### src/rtl/pump_plc_multi.sv
// Tank-fill PLC: debounced thermometer level bank, lead/lag pump staging with hysteresis,
// minimum run time and lead rotation. Optional fault detection via `define PUMP_FAULT_DETECT_EN.
module pump_plc_multi #(
  parameter int NUM_LEVELS   = 8,
  parameter int NUM_PUMPS    = 2,
  parameter int DEBOUNCE_CYC = 16,
  parameter int MIN_RUN_CYC  = 1000,
  parameter int START_LVL    = 2,
  parameter int LAG_LVL      = 1,
  parameter int STOP_LVL     = 7,
  parameter int DRY_RUN_CYC  = 5000
) (
  input  logic                              CLK100MHZ,
  input  logic                              CPU_RESETN,
  input  logic                              enable,
  input  logic [NUM_LEVELS-1:0]             level_raw,
  output logic [NUM_LEVELS-1:0]             water_indication,
  output logic [$clog2(NUM_LEVELS+1)-1:0]   level_count,
  output logic [NUM_PUMPS-1:0]              pump_en,
  output logic [$clog2(NUM_PUMPS)-1:0]      lead_idx,
  output logic                              fault
);

  localparam int LCW = $clog2(NUM_LEVELS+1);
  localparam int LIW = $clog2(NUM_PUMPS);
  localparam int DCW = $clog2(DEBOUNCE_CYC+1);
  localparam int TW  = $clog2(MIN_RUN_CYC+1);

`ifdef PUMP_FAULT_DETECT_EN
  typedef enum logic [1:0] {S_IDLE, S_RUN_LEAD, S_RUN_ALL, S_FAULT} state_t;
`else
  typedef enum logic [1:0] {S_IDLE, S_RUN_LEAD, S_RUN_ALL} state_t;
`endif

  logic [NUM_LEVELS-1:0] r_sync1, r_sync2;
  logic [NUM_LEVELS-1:0] w_wi;
  logic [LCW-1:0]        r_lc, w_lc;
  logic [TW-1:0]         r_timer;
  logic [LIW-1:0]        r_lead, w_lead_next;
  logic [NUM_PUMPS-1:0]  r_pump, w_pump_next, w_onehot;
  logic                  r_fault;
  state_t                r_state, w_state_next;
  logic                  w_run_now, w_run_next, w_rotate;
  logic                  w_le_lag, w_le_start, w_ge_stop;

  always_ff @(posedge CLK100MHZ) begin
    if (!CPU_RESETN) begin
      r_sync1 <= '0;
      r_sync2 <= '0;
    end else begin
      r_sync1 <= level_raw;
      r_sync2 <= r_sync1;
    end
  end

  // Each bit flips only after DEBOUNCE_CYC consecutive samples disagree with it.
  generate
    for (genvar gi = 0; gi < NUM_LEVELS; gi++) begin : g_db
      logic [DCW-1:0] r_db_cnt;
      logic           r_bit;
      always_ff @(posedge CLK100MHZ) begin
        if (!CPU_RESETN) begin
          r_db_cnt <= '0;
          r_bit    <= 1'b0;
        end else if (r_sync2[gi] != r_bit) begin
          if (r_db_cnt == DCW'(DEBOUNCE_CYC-1)) begin
            r_bit    <= r_sync2[gi];
            r_db_cnt <= '0;
          end else begin
            r_db_cnt <= r_db_cnt + 1'b1;
          end
        end else begin
          r_db_cnt <= '0;
        end
      end
      assign w_wi[gi] = r_bit;
    end
  endgenerate

  always_comb begin
    logic v_ones;
    w_lc   = '0;
    v_ones = 1'b1;
    for (int i = 0; i < NUM_LEVELS; i++) begin
      v_ones = v_ones & w_wi[i];
      if (v_ones) w_lc = w_lc + 1'b1;
    end
  end

  always_ff @(posedge CLK100MHZ) begin
    if (!CPU_RESETN) r_lc <= '0;
    else             r_lc <= w_lc;
  end

  assign w_le_lag   = (r_lc <= LCW'(LAG_LVL));
  assign w_le_start = (r_lc <= LCW'(START_LVL));
  assign w_ge_stop  = (r_lc >= LCW'(STOP_LVL));
  assign w_run_now  = (r_state == S_RUN_LEAD) || (r_state == S_RUN_ALL);
  assign w_run_next = (w_state_next == S_RUN_LEAD) || (w_state_next == S_RUN_ALL);
  assign w_onehot   = {{(NUM_PUMPS-1){1'b0}}, 1'b1} << r_lead;
  assign w_lead_next = (r_lead == LIW'(NUM_PUMPS-1)) ? '0 : r_lead + 1'b1;

`ifdef PUMP_FAULT_DETECT_EN
  localparam int DW = $clog2(DRY_RUN_CYC+1);
  logic [LCW-1:0] r_lc_prev;
  logic [DW-1:0]  r_dry;
  logic           w_nonthermo, w_rise, w_dry_trip;

  // A wet switch sitting above a dry one means a stuck or failed sensor.
  assign w_nonthermo = |(w_wi[NUM_LEVELS-1:1] & ~w_wi[NUM_LEVELS-2:0]);
  assign w_rise      = (r_lc > r_lc_prev);
  assign w_dry_trip  = w_run_now && !w_rise && (r_dry == DW'(DRY_RUN_CYC-1));

  always_ff @(posedge CLK100MHZ) begin
    if (!CPU_RESETN) begin
      r_lc_prev <= '0;
      r_dry     <= '0;
    end else begin
      r_lc_prev <= r_lc;
      if (!w_run_now || w_rise) r_dry <= '0;
      else                      r_dry <= r_dry + 1'b1;
    end
  end
`endif

  always_comb begin
    w_state_next = r_state;
    w_pump_next  = '0;
    w_rotate     = 1'b0;
    case (r_state)
      S_IDLE: begin
        if (enable && w_le_lag)        w_state_next = S_RUN_ALL;
        else if (enable && w_le_start) w_state_next = S_RUN_LEAD;
      end
      S_RUN_LEAD: begin
        if (!enable)                        w_state_next = S_IDLE;
        else if (w_le_lag)                  w_state_next = S_RUN_ALL;
        else if (w_ge_stop && r_timer == '0) w_state_next = S_IDLE;
      end
      S_RUN_ALL: begin
        if (!enable || (w_ge_stop && r_timer == '0)) w_state_next = S_IDLE;
      end
      default: w_state_next = r_state;
    endcase
`ifdef PUMP_FAULT_DETECT_EN
    if (w_nonthermo || w_dry_trip) w_state_next = S_FAULT;
`endif
    w_rotate = w_run_now && (w_state_next == S_IDLE);
    case (w_state_next)
      S_RUN_LEAD: w_pump_next = w_onehot;
      S_RUN_ALL:  w_pump_next = '1;
      default:    w_pump_next = '0;
    endcase
  end

  always_ff @(posedge CLK100MHZ) begin
    if (!CPU_RESETN) begin
      r_state <= S_IDLE;
      r_pump  <= '0;
      r_lead  <= '0;
      r_timer <= '0;
      r_fault <= 1'b0;
    end else begin
      r_state <= w_state_next;
      r_pump  <= w_pump_next;
      if (w_rotate) r_lead <= w_lead_next;
      if (w_run_now)       r_timer <= (r_timer == '0) ? '0 : r_timer - 1'b1;
      else if (w_run_next) r_timer <= TW'(MIN_RUN_CYC);
      else                 r_timer <= '0;
`ifdef PUMP_FAULT_DETECT_EN
      r_fault <= (w_state_next == S_FAULT);
`else
      r_fault <= 1'b0;
`endif
    end
  end

  assign water_indication = w_wi;
  assign level_count      = r_lc;
  assign pump_en          = r_pump;
  assign lead_idx         = r_lead;
  assign fault            = r_fault;

endmodule
### config.mk
export PLATFORM = sky130hd
export DESIGN_NAME = pump_plc_multi
export DESIGN_NICKNAME = d
export VERILOG_FILES = /design/src/rtl/pump_plc_multi.sv
export SDC_FILE = /design/constraint.sdc
export NUM_CORES = 1
export LEC_CHECK = 0
export ABC_AREA = 0
export CAP_MARGIN = 20
export CORE_MARGIN = 2
export CORE_UTILIZATION = 32
export DETAILED_ROUTE_END_ITERATION = 7
export SLEW_MARGIN = 20
export SYNTH_ARGS = -nofsm -noshare
export SYNTH_HDL_FRONTEND = slang
export SYNTH_SLANG_ARGS = --single-unit
export TNS_END_PERCENT = 5
### constraint.sdc
create_clock -name CLK100MHZ -period 4 [get_ports CLK100MHZ]
set_clock_uncertainty 0.15 [all_clocks]
set_input_delay 0.6 -clock CLK100MHZ [delete_from_list [all_inputs] [get_ports CLK100MHZ]]
set_output_delay 0.6 -clock CLK100MHZ [all_outputs]
set_load 0.005 [all_outputs]
# == Word level (Yosys, flattened, before mapping) ==
# Index checks and enable logic that the tools add are counted.
# Widths: inputs -> output; s select.
# word_totals
register_bits,83
in_bits,11
word_cells,127
# op_classes
n_addsub,17
order_cmp,3
eq_ne,20
n_shift,1
mux,20
n_bitwise,16
n_reduce_logical,27
# ops
operator,count
$add 5x1->5 const B,8
$eq 5x4->1 const B,8
$mux 10,3
$add 4x1->4 const B,7
$mux 4,7
$reduce_or 3->1,8
$reduce_and 2->1,8
$mux 2,6
$logic_not 10->1,1
$sub 10x1->10 const B,1
$not 1->1,9
$ne 1x1->1,8
$and 1x1->1,7
$pmux 2 s3,1
$eq 2x1->1 const B,2
$eq 2x2->1 const B,2
$ge 4x3->1 const B,1
$le 4x1->1 const B,1
$le 4x2->1 const B,1
$logic_and 1x1->1,4
$logic_not 2->1,2
$pmux 2 s2,1
$logic_or 1x1->1,3
$mux 1,2
3 further kinds,3

# == Depth between registers and ports, before layout ==
# Gate-level depths: netlist of the first run.
# logic_depth
word_depth,15
ltp_mapped,17
depth_no_buf,17

# == Worst setup path before layout of the first run ==
# OpenSTA, ideal clock, no wires.
# synth_path
path_type,register -> register
start,register g_db[2].r_bit
end,register r_lc[2] (netlist: level_count[2])
setup_time_ps,72
t_arrival_ps,2915
required_ps,3778
setup_slack_ps,863
path_stages_with_launch,18
synth_period_minus_slack_ps,3137
cell_sequence,dfxtp_1 inv_1 a21boi_0 ha_1 nand3b_1 nand2_1 inv_1 ha_1 mux2i_1 ha_1 nand2_1 o21ai_0 mux2i_1 inv_1 ha_1 nand3_1 xnor2_1 mux2i_1
# synth_between
elab_chain_cells,12
# synth_rtl
element,line,rtl
from (decl),60,logic r_bit;
from (signal assigned),67,r_bit <= r_sync2[gi];
$and 1x1->1 (*),85,v_ones = v_ones & w_wi[i];
$mux 4,86,if (v_ones) w_lc = w_lc + 1'b1;
$add 4x1->4,86,
$mux 4,86,
$add 4x1->4,86,
$mux 4,86,
$add 4x1->4,86,
$mux 4,86,
$add 4x1->4,86,
$mux 4,86,
$add 4x1->4,86,
$mux 4 (*),86,
to (signal assigned),92,else r_lc <= w_lc;
to (decl),37,"logic [LCW-1:0] r_lc, w_lc;"
# Mark *: on every way between the ends. The rest lies on a longest branch, timed or not.
# A chain may end at the register's enable or synchronous reset.

# == Final worst setup path of the first run ==
# Same ends and word-level chain as after synthesis.

==> run summary, run 1 <==
clock tree root buffer cell = clkbuf_16
CP Capture Type = flip-flop
die width = 111 um
CTS clock-pin slew for the worst setup and hold paths = 0.06 ns
largest cells by area after synthesis = dfxtp_1, ha_1, nor2_1, xnor2_1, xor2_1
first-pass GRT wire length = 10,900 um
Num CTS Buffers = 9
I/O pin count = 27
DR vias/cell = 4.51
Fillers = 1,082
crit path cell chain = inv_1, a21boi_0, ha_1, nand3b_1, nand2_1, inv_1, ha_1, mux2i_1, ha_1, nand2_1, o21ai_0, mux2i_1, inv_1, ha_1, nand3_1, xnor2_1, mux2i_1
PostCTS Resize Cnt = 0
total power draw = 1.87 mW
outcome = finished, final reports clean
RSZ-0062 raised after global routing = no
Crit path largest cell delay = 0.43 ns
Area Growth Syn to Fin = 17.0%
fin worst setup slack = 0.477 ns
count of final hold-check violations = 0
period utilization = 88.1%
setup TNS = 0 ns
synth unique cells = 53
Seq. cell area = 1660 um^2
#FFs+latches synth = 83
Worst Hold Class = flip-flop to flip-flop
max-slew violations = 0
DRC violations left = 0
Non-Filler Instances = 548
routed via count = 2,472
critical path type = flip-flop to flip-flop
FFs w/ async S/R, synth = 0%
nets = 444
ANT cells = 0
initial core utilization = 33.1%
commonest non-fill, non-tap cell in the layout = dfxtp_1
CTS tree = done
Initial DRC Count = 73
Post-DP HPWL = 4580 um
Tot GR Track Use = 11.0%
Sink Count = 83
Critical Path AT = 3.63 ns
post-route ant nets = 0
Yosys warnings = 0
global route total overflow = 0
DRT Pass-1 Iters = 4
CP max stage cell = dfxtp_1
initial antenna violation count = 0
sequential area share after synthesis = 45.7%
Fmax = 284 MHz
max-cap violations = 0
worst path required time = 4.11 ns
Synth area leader = dfxtp_1
DP Worst Slack = 0.527 ns
Tmin final = 3.52 ns
count of buffer and inverter cells on the critical path = 3
largest net degree at the start of global routing = 19
core footprint = 11,000 um^2
hold_buf cts = 0
Avg Synthesized Cell Area = 9.49 um^2
Synth Net Count = 423
vias in the first global route = 2,500
Post-Synthesis Cell Area = 3640 um^2
total leakage power = 1.72 nW
Placed Cells = 533
crit start category = flip-flop
multi-input logic area = 1770 um^2
Final GP Congestion = 0.827
Setup violations, final = 0
most frequent cells in the layout = dfxtp_1, nor2_1, ha_1, inv_1, clkdlybuf4s50_1
Post-synth top flop = dfxtp_1
CP delay by family, top = adder cells
Worst-Skew Late Latency = 0.33 ns
full die area = 12,200 um^2
WL final = 6160 um
clk buf depth = 2
Post-CTS Setup Repair Bufs = 0
Syn Inst Count = 383
Max VDD drop = 0.243 mV
number of port buffers = 25
num rows = 38
CP max FO = 7
Routed WL per cell = 11.2 um
share of cells above drive strength 1 = 5.88%
Post-synth EDFFs = 0
area share of the largest cell type after synthesis = 45.7%
die outline height = 111 um
CP most frequent cell = ha_1
htree depth = 3
PwrDens = 440 nW/um^2
## final timing paths
check	startpoint	slack [ns]	endpoint	cells past startpoint
worst min-delay path	r_sync1[6]	0.28	r_sync2[6]	1
worst max-delay path	g_db[2].r_bit	0.48	level_count[2]	17
worst min register to register	r_sync1[6]	0.28	r_sync2[6]	1
worst max register to register	g_db[2].r_bit	0.48	level_count[2]	17
## metrics by stage
stage          hold WS (ns)  instance area (um^2)  util, %
2_1_floorplan         0.262                  3640        -
3_3_place_gp          0.265                  3970     36.1
3_5_place_dp          0.271                  3970     36.1
4_1_cts               0.285                  4250     38.7
5_1_grt               0.296                  4250     38.7
6_report              0.281                  4250     38.7
## metal layers
| layer | vias up | track usage (%) | share of wire [%] |
|---|---|---|---|
| met5 | - | 0 | 0 |
| met4 | 0 | 6.25 | 2.3 |
| met3 | 13 | 2.14 | 2.3 |
| met1 | 1136 | 13.0 | 48 |
| li1 | 1301 | - | - |
| met2 | 22 | 18.5 | 47 |
## synthesized netlist by cell type, drive strengths merged, types with 2 or more instances
| library cell | number |
|---|---|
| mux2i | 11 |
| nand4 | 2 |
| ha | 29 |
| nor3 | 3 |
| and3 | 12 |
| nand2b | 2 |
| dfxtp | 83 |
| xnor2 | 20 |
| or2 | 3 |
| nor2b | 2 |
| a211oi | 2 |
| nand3b | 2 |
| and4 | 2 |
| a21boi | 3 |
| a21oi | 5 |
| nor2 | 62 |
| inv | 28 |
| clkbuf | 3 |
| xor2 | 13 |
| nand3 | 14 |
| o21ai | 8 |
| buf | 13 |
| a21o | 2 |
| o211ai | 2 |
| or3 | 8 |
| and2 | 18 |
| nand2 | 15 |
## power by group
| group | switching, mW | internal [mW] | leakage, nW | total [mW] |
|---|---|---|---|---|
| Sequential | 0.0317 | 0.862 | 0.675 | 0.893 |
| Combinational | 0.0958 | 0.0944 | 0.911 | 0.190 |
| Clock | 0.309 | 0.477 | 0.134 | 0.786 |
| Total | 0.437 | 1.43 | 1.72 | 1.87 |
## logic make-up (layout without fill, tap and decap cells)
logic type                 Yosys count  in the layout  share of synthesized area [%]
AOI/OAI and AO/OA                   31             31                           6.09
buffers and inverters               44             69                           5.64
and+or+nand+nor                    151            151                           21.5
adders and majority gates           29             29                           9.98
muxes                               11             11                           3.03
xor gates and xnor gates            33             33                           7.95
DFF                                 83             83                           45.7
other                                1              1                          0.103
## state kept, by name, indices dropped and copies added, names as in the netlist
register / cells
r_timer: 10
r_sync1: 8
lead_idx: 1
g_db.r_bit: 8
pump_en: 2
r_state: 2
r_sync2: 8
g_db.r_db_cnt: 40
level_count: 4
## layout make-up
class	count	area share, %
clock buffers	10	5.38
repair buffers	26	6.06
well taps	140	4.12
flip-flops and latches	83	39.1
inverters	28	2.47
clock inverters	5	1.29
multi-input cells	256	41.6
Note: power is estimated with default switching activity, not from simulation.
==> run 2: changes to the inputs <==
- CORE_UTILIZATION: 32 -> 50
- PLACE_DENSITY: not set -> 0.7
==> run 2 against run 1 <==
  * Combinational power about the same
  * Critical path type unchanged
  * Global-route usage grew 4.8 points
  * Non-clock buffer count unchanged
  * Largest power group unchanged
==> run summary, run 2 (same netlist as run 1, synthesis figures left out) <==
RSZ-0062 raised after global routing = no (unchanged)
worst path required time = 4.13 ns (was 4.11 ns)
DRT Pass-1 Iters = 4 (unchanged)
Initial DRC Count = 77 (was 73)
register with the most flip-flops = g_db.r_db_cnt (unchanged)
Num CTS Buffers = 9 (unchanged)
count of buffer and inverter cells on the critical path = 3 (unchanged)
crit path cell chain = inv_1, a21boi_0, ha_1, nand3b_1, nand2_1, inv_1, ha_1, mux2i_1, ha_1, nand2_1, o21ai_0, mux2i_1, inv_1, ha_1, nand3_1, xnor2_1, mux2i_1 (unchanged)
first-pass GRT wire length = 9680 um (was 10,900 um)
CP max FO = 7 (unchanged)
period utilization = 89.4% (was 88.1%)
commonest non-fill, non-tap cell in the layout = dfxtp_1 (unchanged)
Area Growth Syn to Fin = 13.5% (was 17.0%)
Flop pwr share = 52.1% (was 47.8%)
clk buf depth = 2 (unchanged)
Tot GR Track Use = 15.8% (was 11.0%)
initial core utilization = 50.9% (was 33.1%)
max-cap violations = 0 (unchanged)
CP Capture Type = flip-flop (unchanged)
critical path type = flip-flop to flip-flop (unchanged)
clock tree root buffer cell = clkbuf_8 (was clkbuf_16)
Tmin final = 3.58 ns (was 3.52 ns)
combinational fraction of design power = 10.9% (was 10.2%)
Non-Filler Instances = 508 (was 548)
Max VDD drop = 0.204 mV (was 0.243 mV)
Post-CTS Setup Repair Bufs = 0 (unchanged)
CTS clock-pin slew for the worst setup and hold paths = 0.09 ns (was 0.06 ns)
clock share of power = 37.0% (was 42.1%)
post-route ant nets = 0 (unchanged)
Fmax = 280 MHz (was 284 MHz)
Cell Int Power = 1.31 mW (was 1.43 mW)
Final GP Congestion = 0.884 (was 0.827)
count of final hold-check violations = 0 (unchanged)
PostCTS Resize Cnt = 0 (unchanged)
global route total overflow = 0 (unchanged)
CTS tree = done (unchanged)
num rows = 31 (was 38)
flip-flop count of the largest register after layout = 40 (unchanged)
htree depth = 3 (unchanged)
hold_buf cts = 0 (unchanged)
setup TNS = 0 ns (unchanged)
Routed WL per cell = 10.8 um (was 11.2 um)
switching pwr = 0.407 mW (was 0.437 mW)
vias in the first global route = 2,261 (was 2,500)
I/O pin count = 27 (unchanged)
WL final = 5510 um (was 6160 um)
biggest regs = g_db.r_db_cnt: 40 flops, r_timer: 10 flops (unchanged)
total leakage power = 1.69 nW (was 1.72 nW)
DR vias/cell = 4.78 (was 4.51)
routed via count = 2,429 (was 2,472)
Worst-Skew Late Latency = 0.35 ns (was 0.33 ns)
largest net degree at the start of global routing = 19 (unchanged)
DRC violations left = 0 (unchanged)
Crit path largest cell delay = 0.47 ns (was 0.43 ns)
max-slew violations = 0 (unchanged)
initial antenna violation count = 0 (unchanged)
sw frac = 23.8% (was 23.4%)
die outline height = 89.3 um (was 111 um)
most frequent cells in the layout = dfxtp_1, nor2_1, ha_1, inv_1, clkdlybuf4s50_1 (unchanged)
CP most frequent cell = ha_1 (unchanged)
outcome = finished, final reports clean (unchanged)
CP max stage cell = dfxtp_1 (unchanged)
Worst Hold Class = flip-flop to flip-flop (unchanged)
ANT cells = 0 (unchanged)
core footprint = 7140 um^2 (was 11,000 um^2)
Setup violations, final = 0 (unchanged)
number of port buffers = 25 (unchanged)
crit start category = flip-flop (unchanged)
die width = 89.3 um (was 111 um)
share of cells above drive strength 1 = 5.87% (was 5.88%)
full die area = 7970 um^2 (was 12,200 um^2)
CP delay by family, top = adder cells (unchanged)
Post-DP HPWL = 4070 um (was 4580 um)
PwrDens = 415 nW/um^2 (was 440 nW/um^2)
nets = 444 (unchanged)
Placed Cells = 492 (was 533)
Sink Count = 83 (unchanged)
Critical Path AT = 3.70 ns (was 3.63 ns)
==> run 2: changes by cell type in the layout (fill, tap and decap cells not counted) <==
cell / change
clkbuf_1: +1
clkinvlp_4: -1
clkbuf_16: -9
clkbuf_8: +9
bufinv_16: +1
==> run 2: routing by layer <==
metal | GRT usage, % | routed length [um] | vias up
li1 | - | - | 1292
met1 | 20.1 | 2760 | 1099
met2 | 24.4 | 2430 | 24
met3 | 4.34 | 153 | 14
met4 | 8.41 | 166 | 0
met5 | 0 | 0 | -
==> run 2: per-stage QoR <==
stage | total power, mW | setup slack [ns] | instance area (um^2) | hold slack (ns) | util (%)
2_1_floorplan | 1.05 | 0.863 | 3640 | 0.262 | -
3_3_place_gp | 1.09 | 0.694 | 3920 | 0.266 | 54.9
3_5_place_dp | 1.10 | 0.496 | 3920 | 0.270 | 54.9
4_1_cts | 1.73 | 0.441 | 4130 | 0.290 | 57.8
5_1_grt | 1.80 | 0.0474 | 4130 | 0.315 | 57.8
6_report | 1.71 | 0.424 | 4130 | 0.286 | 57.8
==> run 2: power by group through the flow <==
stage                     clock [mW]  sequential (mW)  combinational (mW)
final                          0.633            0.892               0.187
after CTS                      0.652            0.892               0.189
after detailed placement           0            0.911               0.188
after global routing           0.687            0.897               0.213
after global placement             0            0.911               0.184
after floorplan                    0            0.907               0.147
==> run 2: final timing paths <==
path,start,to,slack [ns],cells past startpoint
worst max-delay path,g_db[2].r_bit,level_count[2],0.42,17
worst min-delay path,r_sync1[6],r_sync2[6],0.29,1
worst max register to register,g_db[2].r_bit,level_count[2],0.42,17
worst min register to register,r_sync1[6],r_sync2[6],0.29,1
==> run 2: cell type report <==
class / instances / area [um^2]
fillers: 643 / 3010
flip-flops and latches: 83 / 1660
inverters: 28 / 105
clock inverters: 5 / 77.6
repair buffers: 26 / 258
clock buffers: 11 / 131
well taps: 99 / 124
multi-input cells: 256 / 1770
